--- src/rtl/voice_allocator_pkg.sv ---
// Shared constants for the voice allocator slice.
//   NBANKS_DEF / SLOT_W_DEF : default voice count and slot-index width
//   MIDI_IDLE               : table value marking an unused voice
//   ST_*                    : event FSM state encoding
package voice_allocator_pkg;

  localparam int unsigned NBANKS_DEF = 10;
  localparam int unsigned SLOT_W_DEF = 4;

  localparam logic [6:0] MIDI_IDLE = 7'h00;

  localparam logic [1:0] ST_IDLE  = 2'd0;
  localparam logic [1:0] ST_SCAN  = 2'd1;
  localparam logic [1:0] ST_APPLY = 2'd2;

endpackage

--- src/rtl/voice_allocator_if.sv ---
// Note event channel into the voice allocator (valid/ready handshake).
//   i_valid : event valid (master -> slave)
//   i_note  : MIDI note number of the event
//   i_on    : 1 = note-on, 0 = note-off
//   o_ready : allocator can accept an event (slave -> master)
interface voice_allocator_if;

  logic       i_valid;
  logic       o_ready;
  logic [6:0] i_note;
  logic       i_on;

  modport master (output i_valid, output i_note, output i_on, input  o_ready);
  modport slave  (input  i_valid, input  i_note, input  i_on, output o_ready);

endinterface

--- src/rtl/voice_allocator_slot_sequencer.sv ---
// Wrapping time-slot counter shared with the phase bank for alignment.
//   clk, rst    : clock, synchronous active-high reset
//   clk_en_i    : sample-rate enable; counter advances only when high
//   slot_o      : current slot index (resets to NBANKS-1)
//   slot_next_o : slot index that will be loaded on the next enabled edge
module slot_sequencer #(
  parameter int unsigned NBANKS = 10,
  parameter int unsigned SLOT_W = 4
) (
  input  logic              clk,
  input  logic              rst,
  input  logic              clk_en_i,
  output logic [SLOT_W-1:0] slot_o,
  output logic [SLOT_W-1:0] slot_next_o
);

  localparam logic [SLOT_W-1:0] LAST = SLOT_W'(NBANKS - 1);

  logic [SLOT_W-1:0] slot_q, slot_d;

  always_comb begin
    slot_d = (slot_q == LAST) ? '0 : slot_q + SLOT_W'(1);
  end

  always_ff @(posedge clk) begin
    if (rst) begin
      slot_q <= LAST;
    end else if (clk_en_i) begin
      slot_q <= slot_d;
    end
  end

  assign slot_o      = slot_q;
  assign slot_next_o = slot_d;

endmodule

--- src/rtl/voice_allocator.sv ---
// Voice allocator: accepts note events and keeps an NBANKS-entry voice table,
// emitting one voice's MIDI note per enabled cycle for the phase bank.
//   clk, rst : clock, synchronous active-high reset (overrides clk_en)
//   clk_en   : sample-rate enable; advances the slot stream only
//   ev       : note event channel (i_valid/o_ready/i_note/i_on)
//   o_midi   : note for the current slot (7'h00 = idle)
//   o_slot   : voice index of o_midi
//   o_full   : no idle voice in the table
//   o_voices : count of non-idle voices
module voice_allocator
  import voice_allocator_pkg::*;
#(
  parameter int unsigned NBANKS = NBANKS_DEF,
  parameter int unsigned SLOT_W = SLOT_W_DEF
) (
  input  logic              clk,
  input  logic              rst,
  input  logic              clk_en,
  voice_allocator_if.slave  ev,
  output logic [6:0]        o_midi,
  output logic [SLOT_W-1:0] o_slot,
  output logic              o_full,
  output logic [SLOT_W-1:0] o_voices
);

  localparam logic [SLOT_W-1:0] LAST = SLOT_W'(NBANKS - 1);

  logic [6:0]        table_q [NBANKS];
  logic [6:0]        table_d [NBANKS];
  logic [1:0]        state_q, state_d;
  logic [6:0]        note_q, note_d;
  logic              on_q, on_d;
  logic [SLOT_W-1:0] idx_q, idx_d;
  logic              match_hit_q, match_hit_d;
  logic [SLOT_W-1:0] match_idx_q, match_idx_d;
  logic              free_hit_q, free_hit_d;
  logic [SLOT_W-1:0] free_idx_q, free_idx_d;
  logic [SLOT_W-1:0] steal_q, steal_d;
  logic [6:0]        midi_q;
  logic              full_q, full_d;
  logic [SLOT_W-1:0] voices_q, voices_d;
  logic [SLOT_W-1:0] slot_next;

  slot_sequencer #(
    .NBANKS (NBANKS),
    .SLOT_W (SLOT_W)
  ) u_seq (
    .clk         (clk),
    .rst         (rst),
    .clk_en_i    (clk_en),
    .slot_o      (o_slot),
    .slot_next_o (slot_next)
  );

  assign ev.o_ready = (state_q == ST_IDLE);

  // Event FSM: scan the whole table serially, then apply one write.
  always_comb begin
    table_d     = table_q;
    state_d     = state_q;
    note_d      = note_q;
    on_d        = on_q;
    idx_d       = idx_q;
    match_hit_d = match_hit_q;
    match_idx_d = match_idx_q;
    free_hit_d  = free_hit_q;
    free_idx_d  = free_idx_q;
    steal_d     = steal_q;
    case (state_q)
      ST_IDLE: begin
        // Events carrying note 0 are accepted but never enter the table.
        if (ev.i_valid && ev.i_note != MIDI_IDLE) begin
          note_d      = ev.i_note;
          on_d        = ev.i_on;
          match_hit_d = 1'b0;
          free_hit_d  = 1'b0;
          idx_d       = '0;
          state_d     = ST_SCAN;
        end
      end
      ST_SCAN: begin
        if (!match_hit_q && table_q[idx_q] == note_q) begin
          match_hit_d = 1'b1;
          match_idx_d = idx_q;
        end
        if (!free_hit_q && table_q[idx_q] == MIDI_IDLE) begin
          free_hit_d = 1'b1;
          free_idx_d = idx_q;
        end
        if (idx_q == LAST) begin
          state_d = ST_APPLY;
        end else begin
          idx_d = idx_q + SLOT_W'(1);
        end
      end
      ST_APPLY: begin
        state_d = ST_IDLE;
        if (on_q) begin
          if (!match_hit_q) begin
            if (free_hit_q) begin
              table_d[free_idx_q] = note_q;
            end else begin
              table_d[steal_q] = note_q;
              steal_d = (steal_q == LAST) ? '0 : steal_q + SLOT_W'(1);
            end
          end
        end else if (match_hit_q) begin
          table_d[match_idx_q] = MIDI_IDLE;
        end
      end
      default: state_d = ST_IDLE;
    endcase
  end

  // Occupancy is derived from the registered table, so it trails APPLY by one cycle.
  always_comb begin
    int unsigned cnt;
    cnt = 0;
    for (int unsigned i = 0; i < NBANKS; i++) begin
      if (table_q[i] != MIDI_IDLE) cnt = cnt + 1;
    end
    voices_d = SLOT_W'(cnt);
    full_d   = (cnt == NBANKS);
  end

  always_ff @(posedge clk) begin
    if (rst) begin
      for (int unsigned i = 0; i < NBANKS; i++) table_q[i] <= MIDI_IDLE;
      state_q     <= ST_IDLE;
      note_q      <= MIDI_IDLE;
      on_q        <= 1'b0;
      idx_q       <= '0;
      match_hit_q <= 1'b0;
      match_idx_q <= '0;
      free_hit_q  <= 1'b0;
      free_idx_q  <= '0;
      steal_q     <= '0;
      midi_q      <= MIDI_IDLE;
      full_q      <= 1'b0;
      voices_q    <= '0;
    end else begin
      table_q     <= table_d;
      state_q     <= state_d;
      note_q      <= note_d;
      on_q        <= on_d;
      idx_q       <= idx_d;
      match_hit_q <= match_hit_d;
      match_idx_q <= match_idx_d;
      free_hit_q  <= free_hit_d;
      free_idx_q  <= free_idx_d;
      steal_q     <= steal_d;
      full_q      <= full_d;
      voices_q    <= voices_d;
      // Reads the pre-write table: a same-edge write shows up next rotation.
      if (clk_en) midi_q <= table_q[slot_next];
    end
  end

  assign o_midi   = midi_q;
  assign o_full   = full_q;
  assign o_voices = voices_q;

endmodule

--- src/flat_wrapper.sv ---
// flat-port wrapper written by rule: the top's interface ports become plain ports
module voice_allocator_flat import voice_allocator_pkg::*;
#(
  parameter int unsigned NBANKS = NBANKS_DEF,
  parameter int unsigned SLOT_W = SLOT_W_DEF
)
  (clk, rst, clk_en, o_midi, o_slot, o_full, o_voices, ev_i_valid, ev_i_note, ev_i_on, ev_o_ready);
  voice_allocator_if ev_i ();
  input  logic clk;
  input  logic rst;
  input  logic clk_en;
  output logic [6:0] o_midi;
  output logic [SLOT_W-1:0] o_slot;
  output logic o_full;
  output logic [SLOT_W-1:0] o_voices;
  input wire logic [$bits(ev_i.i_valid)-1:0] ev_i_valid;
  input wire logic [$bits(ev_i.i_note)-1:0] ev_i_note;
  input wire logic [$bits(ev_i.i_on)-1:0] ev_i_on;
  output wire logic [$bits(ev_i.o_ready)-1:0] ev_o_ready;
  assign ev_i.i_valid = ev_i_valid;
  assign ev_i.i_note = ev_i_note;
  assign ev_i.i_on = ev_i_on;
  assign ev_o_ready = ev_i.o_ready;
  voice_allocator #(.NBANKS(NBANKS), .SLOT_W(SLOT_W)) u_core (.clk(clk), .rst(rst), .clk_en(clk_en), .ev(ev_i), .o_midi(o_midi), .o_slot(o_slot), .o_full(o_full), .o_voices(o_voices));
endmodule
--- config.mk ---
export PLATFORM = sky130hd
export DESIGN_NAME = voice_allocator_flat
export DESIGN_NICKNAME = d
export VERILOG_FILES = /design/src/rtl/voice_allocator_pkg.sv /design/src/rtl/voice_allocator_if.sv /design/src/rtl/voice_allocator_slot_sequencer.sv /design/src/rtl/voice_allocator.sv /design/src/flat_wrapper.sv
export SDC_FILE = /design/constraint.sdc
export NUM_CORES = 1
export LEC_CHECK = 0
export CAP_MARGIN = 20
export CORE_MARGIN = 2
export CORE_UTILIZATION = 30
export CTS_CLUSTER_DIAMETER = 50
export DETAILED_ROUTE_END_ITERATION = 6
export PLACE_DENSITY_LB_ADDON = 0.1
export SYNTH_ARGS = -nofsm -noshare
export SYNTH_HDL_FRONTEND = slang
export SYNTH_SLANG_ARGS = --single-unit
--- constraint.sdc ---
create_clock -name clk -period 15 [get_ports clk]
set_input_delay 1.5 -clock clk [delete_from_list [all_inputs] [get_ports clk]]
set_output_delay 1.5 -clock clk [all_outputs]
set_load 0.05 [all_outputs]
# After elaboration in Yosys (flattened, before gate mapping)
# Index checks and enable logic that the tools add are counted.
[word_totals]
regBits = 114
latch_bits = 0
mem_bits_rw = 0
mem_bits_ro = 0
in_bits = 12
output_inout_bits = 17
word_cells = 138
n_memories = 0
[op_classes]
n_addsub = 12
mul = 0
div = 0
order_cmp = 8
n_eq_ne = 13
shifts = 0
n_mux = 41
n_bitwise = 9
n_reduce_logical = 32
[op_table]
columns = ["cell", "n"]
rows = [
  ["32-bit two-way mux", 9],
  ["70-bit two-way mux", 4],
  ["32-bit by 1-bit adder with 32-bit output, second input constant", 8],
  ["70-bit bitwise mux", 2],
  ["7-bit demux with 4-bit select", 3],
  ["7-bit nonzero test", 11],
  ["70-bit AND", 1],
  ["70-bit NOT", 1],
  ["7-bit binary-select mux with 4-bit select", 2],
  ["7-bit two-way mux", 7],
  ["32-bit by 4-bit equality test with 1-bit output, second input constant", 1],
  ["5-bit >= comparator, second input constant", 5],
  ["4-bit NOT with 5-bit output", 5],
  ["4-bit two-way mux", 4],
  ["5-bit by 1-bit less-than comparator with 1-bit output, second input constant", 3],
  ["4-bit by 1-bit adder with 4-bit output, second input constant", 3],
  ["4-bit equality test, second input constant", 3],
  ["3-bit AND reduction", 4],
  ["2-bit by 1-bit inequality test with 1-bit output, second input constant", 4],
  ["4-bit one-hot mux with 2 select lines", 1],
  ["2-bit AND reduction", 4],
  ["7-bit equality test", 1],
  ["7-bit zero test", 1],
  ["1-bit logical AND", 6],
  ["other kinds (13)", 22],
]

# Longest topological paths before layout
[depth]
ltp_word = 21
mapped_depth = 30

# Modules after synthesis
# From an unflattened synthesis, not the netlist that was laid out.
[unflattened]
hier_cells = 750
area_unflattened_um2 = 6682.7
[by_module_without_submodules]
columns = ["mod", "n_inst", "cells_per_inst", "area_each_um2", "seq_area_each_um2"]
rows = [
  ["voice_allocator", 1, 721, 6446.2, 2202.1],
  ["slot_sequencer", 1, 29, 236.5, 80.1],
]

# Least setup slack after synthesis
# Ideal clock, no wire load.
[synth_timing]
kind = "register to register"
from = "reg u_core.table_q[59] (netlist name)"
to = "reg u_core.full_q (netlist: u_core.o_full)"
setup_time_ps = 103
t_arrival_ps = 5467
required_time_ps = 14897
setup_slack_ps = 9430
path_stages_with_launch = 27
path_buffers = 0
synth_period_minus_slack_ps = 5570
path_cell_list = "dfxtp_1 nor4_1 nand2_1 ha_1 inv_1 a21oi_1 nor3_2 nor2_2 ha_1 a21boi_0 a21o_1 ha_1 mux2_2 and2b_1 inv_1 ha_1 a21oi_1 a21oi_1 ha_1 nand2_1 xnor3_1 xnor3_2 nor4b_4 xor2_1 xnor2_2 a221oi_1 a2111oi_2"
[synth_between]
elab_chain_len = 19
[synth_rtl]
columns = ["element", "line_no", "rtl"]
rows = [
  ["start, declared", "voice_allocator.sv:28", "logic [6:0] table_q [NBANKS];"],
  ["start signal, assigned", "voice_allocator.sv:142", "table_q <= table_d;"],
  ["7-bit nonzero test *", "voice_allocator.sv:120", "if (table_q[i] != MIDI_IDLE) cnt = cnt + 1;"],
  ["32-bit two-way mux *", "voice_allocator.sv:120", ""],
  ["32-bit by 1-bit adder with 32-bit output", "voice_allocator.sv:120", ""],
  ["32-bit two-way mux *", "voice_allocator.sv:120", ""],
  ["32-bit by 1-bit adder with 32-bit output", "voice_allocator.sv:120", ""],
  ["32-bit two-way mux *", "voice_allocator.sv:120", ""],
  ["32-bit by 1-bit adder with 32-bit output", "voice_allocator.sv:120", ""],
  ["32-bit two-way mux *", "voice_allocator.sv:120", ""],
  ["[3 not listed]", "n/a", ""],
  ["32-bit two-way mux *", "voice_allocator.sv:120", ""],
  ["32-bit by 1-bit adder with 32-bit output", "voice_allocator.sv:120", ""],
  ["32-bit two-way mux *", "voice_allocator.sv:120", ""],
  ["32-bit by 1-bit adder with 32-bit output", "voice_allocator.sv:120", ""],
  ["32-bit two-way mux *", "voice_allocator.sv:120", ""],
  ["32-bit by 1-bit adder with 32-bit output", "voice_allocator.sv:120", ""],
  ["32-bit two-way mux *", "voice_allocator.sv:120", ""],
  ["32-bit by 4-bit equality test with 1-bit output *", "voice_allocator.sv:123", "full_d = (cnt == NBANKS);"],
  ["end signal, assigned", "voice_allocator.sv:152", "full_q <= full_d;"],
  ["end, declared", "voice_allocator.sv:40", "logic full_q, full_d;"],
]
# Mark *: on every way between the ends. The rest lies on a longest branch, timed or not.
# A chain may end at the register's enable or synchronous reset.

# Final worst setup path
[layout_timing]
from = "reg u_core.table_q[60] (netlist name)"
to = "reg u_core.full_q (netlist: u_core.o_full)"
# Same word-level chain as after synthesis.

==> run metrics <==
RD Place Congestion=0.851; first-pass GRT wire length=33,500 µm; min Tclk post-route=6.48 ns; worst r2r src=u_core.table_q[60]; wire per inst=19.2 µm; row count=55; Startpoint Class=flop; Syn Area/Cell=8.85 µm²; Core Area=22,400 µm²; final count of pins violating max slew=0; Crit-path slowest cell=ha_1; FF-to-FF setup slack=8.52 ns; Synth Area in Compound Gates=21.3%; Starting Density=30.3%; Crit Path Category=flop to flop; fillcell total=2,283; Antenna Violating Nets Remaining=0; number of flops mapped to enable cells by yosys=0; CTS Buf Count=17; CP dominant cell by count=ha_1; CTS tree=done; Clock transition at path regs=0.06 ns; Synth top area share=33.6%; clock sinks=114; sequential-to-total area share from yosys stat=33.6%; Storage cell area=2280 µm²; vias in the first global route=5,902; Hold Buf Count CTS=0; critical path fanouts, max=5; Synth cell types=67; largest family of logic cells by synthesized area=compound AO/OA/AOI/OAI gates; DRC=0; DR vias=6,065; Worst EP arrival=6.80 ns; NumNets Final=789; Simple-Gate Fraction of Synth Area=21.0%; XOR/XNOR Fraction of Synth Area=5.87%; Slew @ Worst Pin=1.01 ns; root buffer cell=clkbuf_16; Post-CTS Setup Repair Bufs=0; Die Area=23,900 µm²; Pleak=2.93 nW; hold_ws=0.488 ns; Mapped Area=6800 µm²; worst ir drop on vdd=0.0697 mV; DR vias/cell=5.69; GRT Util Overall=17.9%; Routed Wire Length=20,500 µm; Fmax=154 MHz; switching power=0.000193 W; hold path endpoint=u_core.o_midi[2]; post-synth top area cell=dfxtp_1; part of the power in registers=40.1%; DR pass1 iterations=6; # H-tree levels=4; Top FF cell, synth=dfxtp_1; delay of the slowest critical-path stage=0.45 ns; Crit path buffers/inverters=3; DRT iter0 DRCs=531; maximum clock insertion buffer count=2; IO buf count=28; mux cell area share after synthesis=12.6%; Layout Utilization=35.3%; n_diodes=0; Rel. slew slack=32.3%; status=complete, no violations; Max-cap violations=0; layout cell share with drive strength beyond 1=11.3%; Max Clock Skew=0.00774 ns; Top-Level Pins=29; largest net degree at the start of global routing=109; Ys Warns=0; main area contributors after synthesis=dfxtp_1, a22oi_1, mux4_2; clk_lat worst skew=0.42 ns; Die H=155 µm; Final period util=43.2%; Worst Reg-to-Reg Cells=28; cts repair resizes=0; Post-Synth Adder-Cell Area=1.84%; PwrDens=101 nW/µm²; total grt overflow=0; clock share of power=53.1%; area used by multi-input combinational logic=4270 µm²; Setup TNS Final=0 ns; syn_nets=790; final setup violation count=0; Comb pwr share=6.8%; Switching Share=24.2%; worst r2r dst=u_core.o_full; #FFs+latches synth=114; Synth async-reset ratio=0%; Fin. Hold Viols=0; delay-heaviest family, CP=adder cells; DP HPWL=14,900 µm; Power Internal=0.000604 W; Area Growth Syn to Fin=16.6%; die width=155 µm; RSZ-0062 raised after global routing=no; hold path startpoint=u_core.o_midi[2]; Critical Path RT=15.32 ns; hold depth=2; cell count after synthesis=768; CP Capture Type=flop; initial antenna violation count=0; Hold Crit Class=flop to flop
tightest hold or removal path: cells and delay by family, from the launching register on:
kind | cells | cell delay, ns
AND/OR/NAND/NOR | 1 | 0.08
AO/OA/AOI/OAI | 1 | 0.05
flip-flops | 1 | 0.31
per-layer routing:
metal | GRT usage [%] | routed length, µm | vias to the layer above | part of all wire, %
met1 | 24.0 | 9590 | 2948 | 47
li1 | - | - | 2874 | -
met3 | 3.22 | 976 | 36 | 4.8
met5 | 0 | 0 | - | 0
met2 | 28.4 | 9310 | 207 | 45
met4 | 7.80 | 593 | 0 | 2.9
worst max path at each step:
stage,startpoint,endpoint,cells after the start
global route,u_core.table_q[60],u_core.o_full,28
global placement,u_core.table_q[59],u_core.o_full,28
CTS,u_core.table_q[60],u_core.o_full,28
detailed placement,u_core.table_q[59],u_core.o_full,28
finish,u_core.table_q[60],u_core.o_full,28
floorplan,u_core.table_q[59],u_core.o_full,26
power by group through the flow:
stage	Sequential, W	Clock [W]	Combinational [W]
final	0.000319	0.000423	0.0000543
after global routing	0.000320	0.000445	0.0000592
after CTS	0.000319	0.000432	0.0000535
after detailed placement	0.000325	0	0.0000534
after global placement	0.000326	0	0.0000532
after floorplan	0.000323	0	0.0000377
state kept, by name, summed over array words and instances (netlist names):
| signal | count |
|---|---|
| u_core.o_full | 1 |
| u_core.note_q | 7 |
| u_core.u_seq.slot_o | 4 |
| u_core.free_hit_q | 1 |
| u_core.free_idx_q | 4 |
| u_core.steal_q | 4 |
| u_core.o_voices | 4 |
| u_core.o_midi | 7 |
| u_core.table_q | 70 |
| u_core.match_idx_q | 4 |
| u_core.on_q | 1 |
| u_core.match_hit_q | 1 |
| u_core.state_q | 2 |
| u_core.idx_q | 4 |
Yosys cell counts (4+ instances only):
| master | count |
|---|---|
| a211oi_1 | 8 |
| a21oi_1 | 31 |
| a221oi_1 | 8 |
| a22oi_1 | 95 |
| a31oi_1 | 8 |
| and2_1 | 14 |
| clkbuf_1 | 52 |
| dfxtp_1 | 114 |
| ha_1 | 10 |
| inv_1 | 14 |
| mux2i_1 | 21 |
| mux4_2 | 26 |
| nand2_1 | 40 |
| nand2b_1 | 9 |
| nand3_1 | 13 |
| nand4_1 | 6 |
| nor2_1 | 129 |
| nor2b_1 | 7 |
| nor3_1 | 26 |
| nor4_1 | 14 |
| o21ai_0 | 11 |
| o21ai_1 | 11 |
| o22ai_1 | 8 |
| xnor2_1 | 16 |
| xnor3_1 | 4 |
| xor2_1 | 12 |
cells by family after synthesis:
logic type               after synthesis
AND/OR/NAND/NOR                      286
AO/OA/AOI/OAI                        204
flip-flops                           114
buffers and inverters                 69
multiplexers                          50
XOR/XNOR                              35
adder cells (fa/ha/maj)               10
cell usage in the layout, fill, tap and decap left out, types with 4 or more instances in the layout:
cell             count
a21oi_1             31
clkdlybuf4s50_1     27
nand2_1             40
a221oi_1             8
a211oi_1             8
ha_1                10
xnor2_1             16
clkinv_2             5
inv_1               14
clkbuf_8             4
nor3_1              26
nor4_1              14
dfxtp_1            114
xor2_1              12
nand2b_1             9
clkbuf_16           17
buf_4                7
o21ai_0             11
nand4_1              6
nor2_1             129
o22ai_1              8
and2_1              14
xnor3_1              4
a31oi_1              8
a22oi_1             95
o21ai_1             10
mux2i_1             21
mux4_2              26
nand3_1             13
nor2b_1              7
area by class of cell:
| cell class | instances | area share, % |
|---|---|---|
| repair buffers | 35 | 4.42 |
| clock buffers | 22 | 6.11 |
| clock inverters | 10 | 1.64 |
| inverters | 14 | 0.663 |
| well taps | 285 | 4.50 |
| multi-input cells | 585 | 53.9 |
| flip-flops and latches | 114 | 28.8 |
per-stage QoR:
step	power [W]	setup slack (ns)	cells	instance area, µm²
floorplan	0.000360	9.43	768	6800
global placement	0.000379	8.80	1031	7280
detailed placement	0.000379	8.54	1031	7280
CTS	0.000805	8.51	1063	7890
global route	0.000824	7.85	1065	7930
finish	0.000797	8.52	1065	7930
No activity file was read; power rests on OpenSTA's default activity.
